File: config.mk
export PLATFORM = sky130hd
export DESIGN_NAME = stage_skid
export DESIGN_NICKNAME = d
export VERILOG_FILES = /design/src/rtl/stage_pkg.sv /design/src/rtl/sat_counter.sv /design/src/rtl/stage_skid.sv
export SDC_FILE = /design/constraint.sdc
export NUM_CORES = 1
export LEC_CHECK = 0
export CELL_PAD_IN_SITES_DETAIL_PLACEMENT = 1
export CELL_PAD_IN_SITES_GLOBAL_PLACEMENT = 1
export CORE_MARGIN = 4
export CORE_UTILIZATION = 37
export DETAILED_ROUTE_END_ITERATION = 10
export HOLD_SLACK_MARGIN = 0.02
export MAX_ROUTING_LAYER = met4
export PLACE_DENSITY = 0.79
export SETUP_SLACK_MARGIN = 0.1
export SLEW_MARGIN = 20
export SYNTH_ARGS = -nofsm -noshare
export SYNTH_HDL_FRONTEND = slang
export SYNTH_SLANG_ARGS = --single-unit
File: constraint.sdc
create_clock -name clk -period 5.43 [get_ports clk]
set_input_delay 1.086 -clock clk [delete_from_list [all_inputs] [get_ports clk]]
set_output_delay 1.086 -clock clk [all_outputs]
set_load 0.01 [all_outputs]
File: src/rtl/stage_pkg.sv
// Shared types for the skid-buffered pipeline stage.
// Holds the occupancy-encoded state enum and its width.
package stage_pkg;

    localparam int OCC_W = 2;

    typedef enum logic [OCC_W-1:0] {
        ST_EMPTY = 2'd0,
        ST_ONE   = 2'd1,
        ST_FULL  = 2'd2
    } stage_st_e;

endpackage

File: src/rtl/sat_counter.sv
// Saturating event counter; sticks at all-ones until reset.
// Used for the stage performance counters.
module sat_counter #(
    parameter int W = 32
) (
    input  logic         clk,
    input  logic         rst,
    input  logic         inc,
    output logic [W-1:0] cnt
);

    logic [W-1:0] cnt_q, cnt_d;

    always_comb begin
        cnt_d = cnt_q;
        if (inc && (cnt_q != {W{1'b1}})) begin
            cnt_d = cnt_q + 1'b1;
        end
    end

    always_ff @(posedge clk or posedge rst) begin
        if (rst) begin
            cnt_q <= '0;
        end else begin
            cnt_q <= cnt_d;
        end
    end

    assign cnt = cnt_q;

endmodule

File: src/rtl/stage_skid.sv
// Two-entry skid-buffered pipeline stage with flush.
// Define STAGE_SKID_PERF_EN to build the stall/flush counters.
module stage_skid
    import stage_pkg::*;
#(
    parameter int WIDTH     = 64,
    parameter int CNT_W     = 32,
    parameter int FLUSH_CLR = 1
) (
    input  logic             clk,
    input  logic             rst,
    input  logic             flush,
    input  logic             in_valid,
    output logic             in_ready,
    input  logic [WIDTH-1:0] in_data,
    output logic             out_valid,
    input  logic             out_ready,
    output logic [WIDTH-1:0] out_data,
    output logic [OCC_W-1:0] occupancy,
    output logic [CNT_W-1:0] perf_stall_cnt,
    output logic [CNT_W-1:0] perf_flush_cnt
);

    stage_st_e        state_q, state_d;
    logic [WIDTH-1:0] main_q, main_d;
    logic [WIDTH-1:0] skid_q, skid_d;
    logic             in_fire, out_fire;

    // Ready depends on state only, so out_ready never reaches in_ready.
    assign in_ready  = (state_q != ST_FULL);
    assign out_valid = (state_q != ST_EMPTY);
    assign in_fire   = in_valid & in_ready;
    assign out_fire  = out_valid & out_ready;

    always_comb begin
        state_d = state_q;
        main_d  = main_q;
        skid_d  = skid_q;
        if (flush) begin
            state_d = ST_EMPTY;
            if (FLUSH_CLR != 0) begin
                main_d = '0;
                skid_d = '0;
            end
        end else begin
            case (state_q)
                ST_EMPTY: begin
                    if (in_fire) begin
                        state_d = ST_ONE;
                        main_d  = in_data;
                    end
                end
                ST_ONE: begin
                    if (in_fire && out_fire) begin
                        main_d = in_data;
                    end else if (in_fire) begin
                        state_d = ST_FULL;
                        skid_d  = in_data;
                    end else if (out_fire) begin
                        state_d = ST_EMPTY;
                    end
                end
                ST_FULL: begin
                    if (out_fire) begin
                        state_d = ST_ONE;
                        main_d  = skid_q;
                    end
                end
                default: state_d = ST_EMPTY;
            endcase
        end
    end

    always_ff @(posedge clk or posedge rst) begin
        if (rst) begin
            state_q <= ST_EMPTY;
            main_q  <= '0;
            skid_q  <= '0;
        end else begin
            state_q <= state_d;
            main_q  <= main_d;
            skid_q  <= skid_d;
        end
    end

    assign out_data  = main_q;
    assign occupancy = state_q;

`ifdef STAGE_SKID_PERF_EN
    logic stall_inc, flush_inc;

    assign stall_inc = out_valid & ~out_ready;
    assign flush_inc = flush & (state_q != ST_EMPTY);

    sat_counter #(.W(CNT_W)) u_stall_cnt (
        .clk (clk),
        .rst (rst),
        .inc (stall_inc),
        .cnt (perf_stall_cnt)
    );

    sat_counter #(.W(CNT_W)) u_flush_cnt (
        .clk (clk),
        .rst (rst),
        .inc (flush_inc),
        .cnt (perf_flush_cnt)
    );
`else
    assign perf_stall_cnt = '0;
    assign perf_flush_cnt = '0;
`endif

endmodule

# After elaboration in Yosys (flattened, before gate mapping)
# Index checks and enable logic that the tools add are counted.
dict set report op_classes {
  mux 15
  bitwise_logic 2
  reduce_logical 9
  n_eq_ne 9
}
# op count
set ops {}
lappend ops {{two-way mux 64 bit} 7}
lappend ops {{case mux 64 bit (3 select lines)} 1}
lappend ops {{two-way mux 2 bit} 6}
lappend ops {{!= test 3 bit, second input constant} 4}
lappend ops {{AND reduction 4 bit} 2}
lappend ops {{case mux 2 bit (3 select lines)} 1}
lappend ops {{nonzero test 2 bit} 3}
lappend ops {{!= test 2 bit, second input constant} 2}
lappend ops {{!= test 4 bit, second input constant} 1}
lappend ops {{nonzero test 4 bit} 1}
lappend ops {{AND reduction 3 bit} 1}
lappend ops {{bitwise AND 1 bit} 2}
lappend ops {{equality test 2 x 1 -> 1 bit, second input constant} 1}
lappend ops {{equality test 2 bit, second input constant} 1}
lappend ops {{zero test 2 bit} 1}
lappend ops {{logical AND 1 bit} 1}
dict set report totals {
  word_cells 38
  out_inout_bits 132
  register_bits 130
  in_bits 69
}

# Longest topological paths before layout
dict set report logic_depth {
  ltp_word 7
  depth_mapped 8
  mapped_depth_nobuf 6
}

# Worst setup path before layout
# Ideal clock, no wire load.
dict set report synth_timing {
  kind {register -> output}
  startpoint {reg state_q[0], in the netlist occupancy[0]}
  endpoint {out in_ready}
  arrival_ns 1.445
  path_stages_with_launch 6
  n_path_buf 2
  required_ns 4.344
  slack_ns 2.899
  cell_sequence {dfrtp_1 -> inv_1 -> ha_1 -> buf_4 -> buf_1 -> inv_1}
}
dict set report synth_via {
  elab_chain_len 1
}
# item line_no
set synth_lines {}
lappend synth_lines {{start, declared} stage_skid.sv:24} ;# stage_st_e state_q, state_d;
lappend synth_lines {{start signal, assigned} stage_skid.sv:80} ;# state_q <= state_d;
lappend synth_lines {{!= test 2 bit} stage_skid.sv:30} ;# assign in_ready = (state_q != ST_FULL);
lappend synth_lines {{end, declared} stage_skid.sv:14} ;# output logic in_ready,
# Every way passes these cells.

# Worst setup path in the final report
dict set report layout_timing {
  startpoint {in in_valid}
  endpoint {reg main_q[6], in the netlist out_data[6]}
}
dict set report layout_via {
  elab_chain_len 4
  word_cells_on_any_way 5
  classes_between {eq/ne (2); bitwise (1); reduce/logical (2)}
}
# item line_no
set layout_lines {}
lappend layout_lines {{start, declared} stage_skid.sv:13} ;# input logic in_valid,
lappend layout_lines {{bitwise AND 1 bit (*)} stage_skid.sv:32} ;# assign in_fire = in_valid & in_ready;
lappend layout_lines {{logical AND 1 bit} stage_skid.sv:54} ;# if (in_fire && out_fire) begin
lappend layout_lines {{!= test 3 bit (no source line)} --}
lappend layout_lines {{AND reduction 4 bit (no source line) (*)} --}
lappend layout_lines {{end signal, assigned} stage_skid.sv:81} ;# main_q <= main_d;
lappend layout_lines {{end, declared} stage_skid.sv:25} ;# logic [WIDTH-1:0] main_q, main_d;
# Every way passes the cells marked *; elsewhere a longest branch is shown, timed or not.
# A chain may end at the register's enable or synchronous reset.

==> results.md <==
- Outcome: completed
- Pre-antenna DRT Iters: 4
- Port Buffer Count: ~140
- GRT Total Usage: 19.1%
- Comb power frac: a little over a quarter
- Die W: 143 µm
- Antenna Nets Post-Route: 0
- Wire per inst: 19.4 µm
- Vias in the first global route: 5413
- Reg power frac: roughly 39%
- Layout fillers: 1935
- CTS tree: built
- Routed Wire Length: approximately 18 mm
- Pwr/cell area: approximately 370 nW/µm²
- Clk_skew: 8.66 ps
- Area Overhead vs Synth: 25.2%
- Root buffer cell: clkbuf_16
- Worst Hold Class: register to register
- DP HPWL: 12.1 mm
- Worst setup EP type: register
- Peak Freq: 0.305 GHz
- Share of cells above drive strength 1: 15.4%
- Yosys top cell by area: dfrtp_1
- Flop2flop setup slack: roughly 2500 ps
- Routed vias: 4713
- Die Ht: 143 µm
- Final critical-path share of the clock period: around three fifths
- Mapped Cells: 586
- Clk sink count: 130
- Lkg Pwr: between 3 and 4 nW
- Pre-CTS worst setup slack: 1740 ps
- Library cells used by synthesis: 33
- Yosys reg bits: 130
- Setup ws final: approximately 2200 ps
- Slew headroom: 39.0%
- Sequential Area: about 3300 µm²
- Clk buf depth: 2
- Crit-path max FO: between 40 and 50
- Minimum clock period: 3280 ps
- Cell Area, Synth: 6720 µm²
- Ports: 201
- Synth top area share: ~48%
- Fin. Hold Viols: 0
- Antenna Diode Count: 0
- Clock-pin slew on the worst setup and hold paths: 60 ps
- MaxCap Viol Count: 0
- Final instance area: ~8400 µm²
- Routability cong.: 0.781
- Hold_buf cts: 0
- Starting Density: 37.5%
- WP data required: 5770 ps
- Global-route wire length before repair: roughly 30 mm
- Nets: 780
- RSZ-0062 raised after global routing: no
- Vias/cell: 4.97
- Placed cell area: 7850 µm²
- Total grt overflow: 0
- DRC: 0
- Initial antenna violation count: 0
- Die ar.: 20400 µm²
- Ys Warns: 0
- Psw: 0.995 mW
- H-tree levels: 4
- Switch share: roughly 32%
- Critical path type: input port to register
- Setup-failing EPs final: 0
- Largest net degree at the start of global routing: 72
- Slew Limit Fails: 0
- Core Footprint: 17900 µm²
- Max VDD drop: roughly 220 µV
- Setup tns final: 0 ps
- Number of core rows: 49
- CTS buffer count: 17
- Worst-skew pair later-pin latency: 420 ps
- Clock power share: between 30% and 40%
- Worst-Margin Slew: just over 900 ps
- # resized after CTS: 0
- Arrival time worst endpoint: around 3600 ps
- Register area share after synthesis: 48.4%
- Pint: 2.11 mW
- Post-CTS setup buffers: 0
- CP Launch Type: input port
- Iteration-0 DRC Markers: 125
- Multi-input gate area: 2860 µm²
- Synth Area per Inst: 11.5 µm²
- Area contributors post-synth: dfrtp_1 48%, o2bb2ai_2 13%, mux2i_1 9.5%
-- worst max-delay path, cell delays in order --
cell	delay [ps]
clkdlybuf4s50_1	520
nor2b_1	290
a21o_2	230
nand3b_4	650
buf_4	560
o2bb2ai_2	190
-- placed cells by master (no fill, tap or decap), types with 2 or more instances in the layout --
cell / count
a21oi_1: 65
buf_4: 7
clkbuf_16: 17
clkdlybuf4s50_1: 135
clkinv_2: 2
clkinv_4: 4
clkinvlp_4: 6
conb_1: 64
dfrtp_1: 130
ha_1: 4
inv_1: 4
inv_6: 2
mux2i_1: 64
nand2_1: 128
nand2b_1: 2
nor2_1: 2
o2bb2ai_1: 4
o2bb2ai_2: 60
-- power by group through the flow --
| stage | Sequential (mW) | Combinational [mW] | Clock (mW) |
|---|---|---|---|
| detailed placement | 1.22 | 0.822 | 0 |
| finish | 1.21 | 0.812 | 1.09 |
| global placement | 1.21 | 0.791 | 0 |
| global route | 1.22 | 0.875 | 1.16 |
| floorplan | 1.24 | 0.488 | 0 |
| CTS | 1.21 | 0.825 | 1.12 |
-- area by class of cell --
type,count,area share [%]
repair buffers,144,17.0
inverters,5,0.253
well taps,229,3.41
multi-input cells,408,34.0
flip-flops and latches,130,38.7
clock inverters,15,1.64
clock buffers,17,5.06
-- layer usage --
metal	GRT usage [%]	routed length (µm)	vias up
li1	-	-	2143
met1	23.5	7920	2425
met2	32.2	9480	128
met3	3.72	777	17
met4	4.90	181	0
met5	-	0	-
-- Yosys cell counts, drive strengths merged --
library cell and number:
dlymetal6s2s 1, conb 1, buf 94, nor2 2, o21ai 2, a21o 1, and4bb 1, ha 5
dlymetal6s4s 1, nand2 128, o32a 1, o21ba 1, o22a 1, dfrtp 130, nand3b 1, mux2i 64
o32ai 1, clkbuf 8, dlygate4sd1 2, inv 5, a21oi 65, and3 2, o2bb2ai 64, nand3 1
nand2b 3, nor2b 1
-- logic make-up after synthesis --
group	Yosys count	share of synthesized area (%)
DFF	130	48.4
other	1	0.0558
and+or+nand+nor	139	8.42
adders and majority gates	5	0.932
muxes	64	9.54
AOI/OAI and AO/OA	136	19.8
buffers and inverters	111	12.8
-- stage by stage --
step,hold WS [ps],power (mW),utilization (%),std cells
finish,493,3.11,47.0,948
CTS,499,3.15,47.0,948
global route,515,3.26,47.0,948
global placement,482,2.00,43.8,916
floorplan,501,1.73,-,649
detailed placement,473,2.04,43.8,916
-- final timing paths --
path / from / end / depth (start not counted)
max in group asynchronous: rst / out_data[20] / 3
min: out_data[45] / out_data[45] / 1
min in group asynchronous: rst / skid_q[4] / 2
min reg2reg: out_data[45] / out_data[45] / 1
max: in_valid / out_data[6] / 6
max reg2reg: occupancy[0] / out_data[6] / 7
-- registers in the layout, indices dropped and copies added (netlist names) --
signal	cells
occupancy	2
out_data	64
skid_q	64
Note: power is estimated with default switching activity, not from simulation.
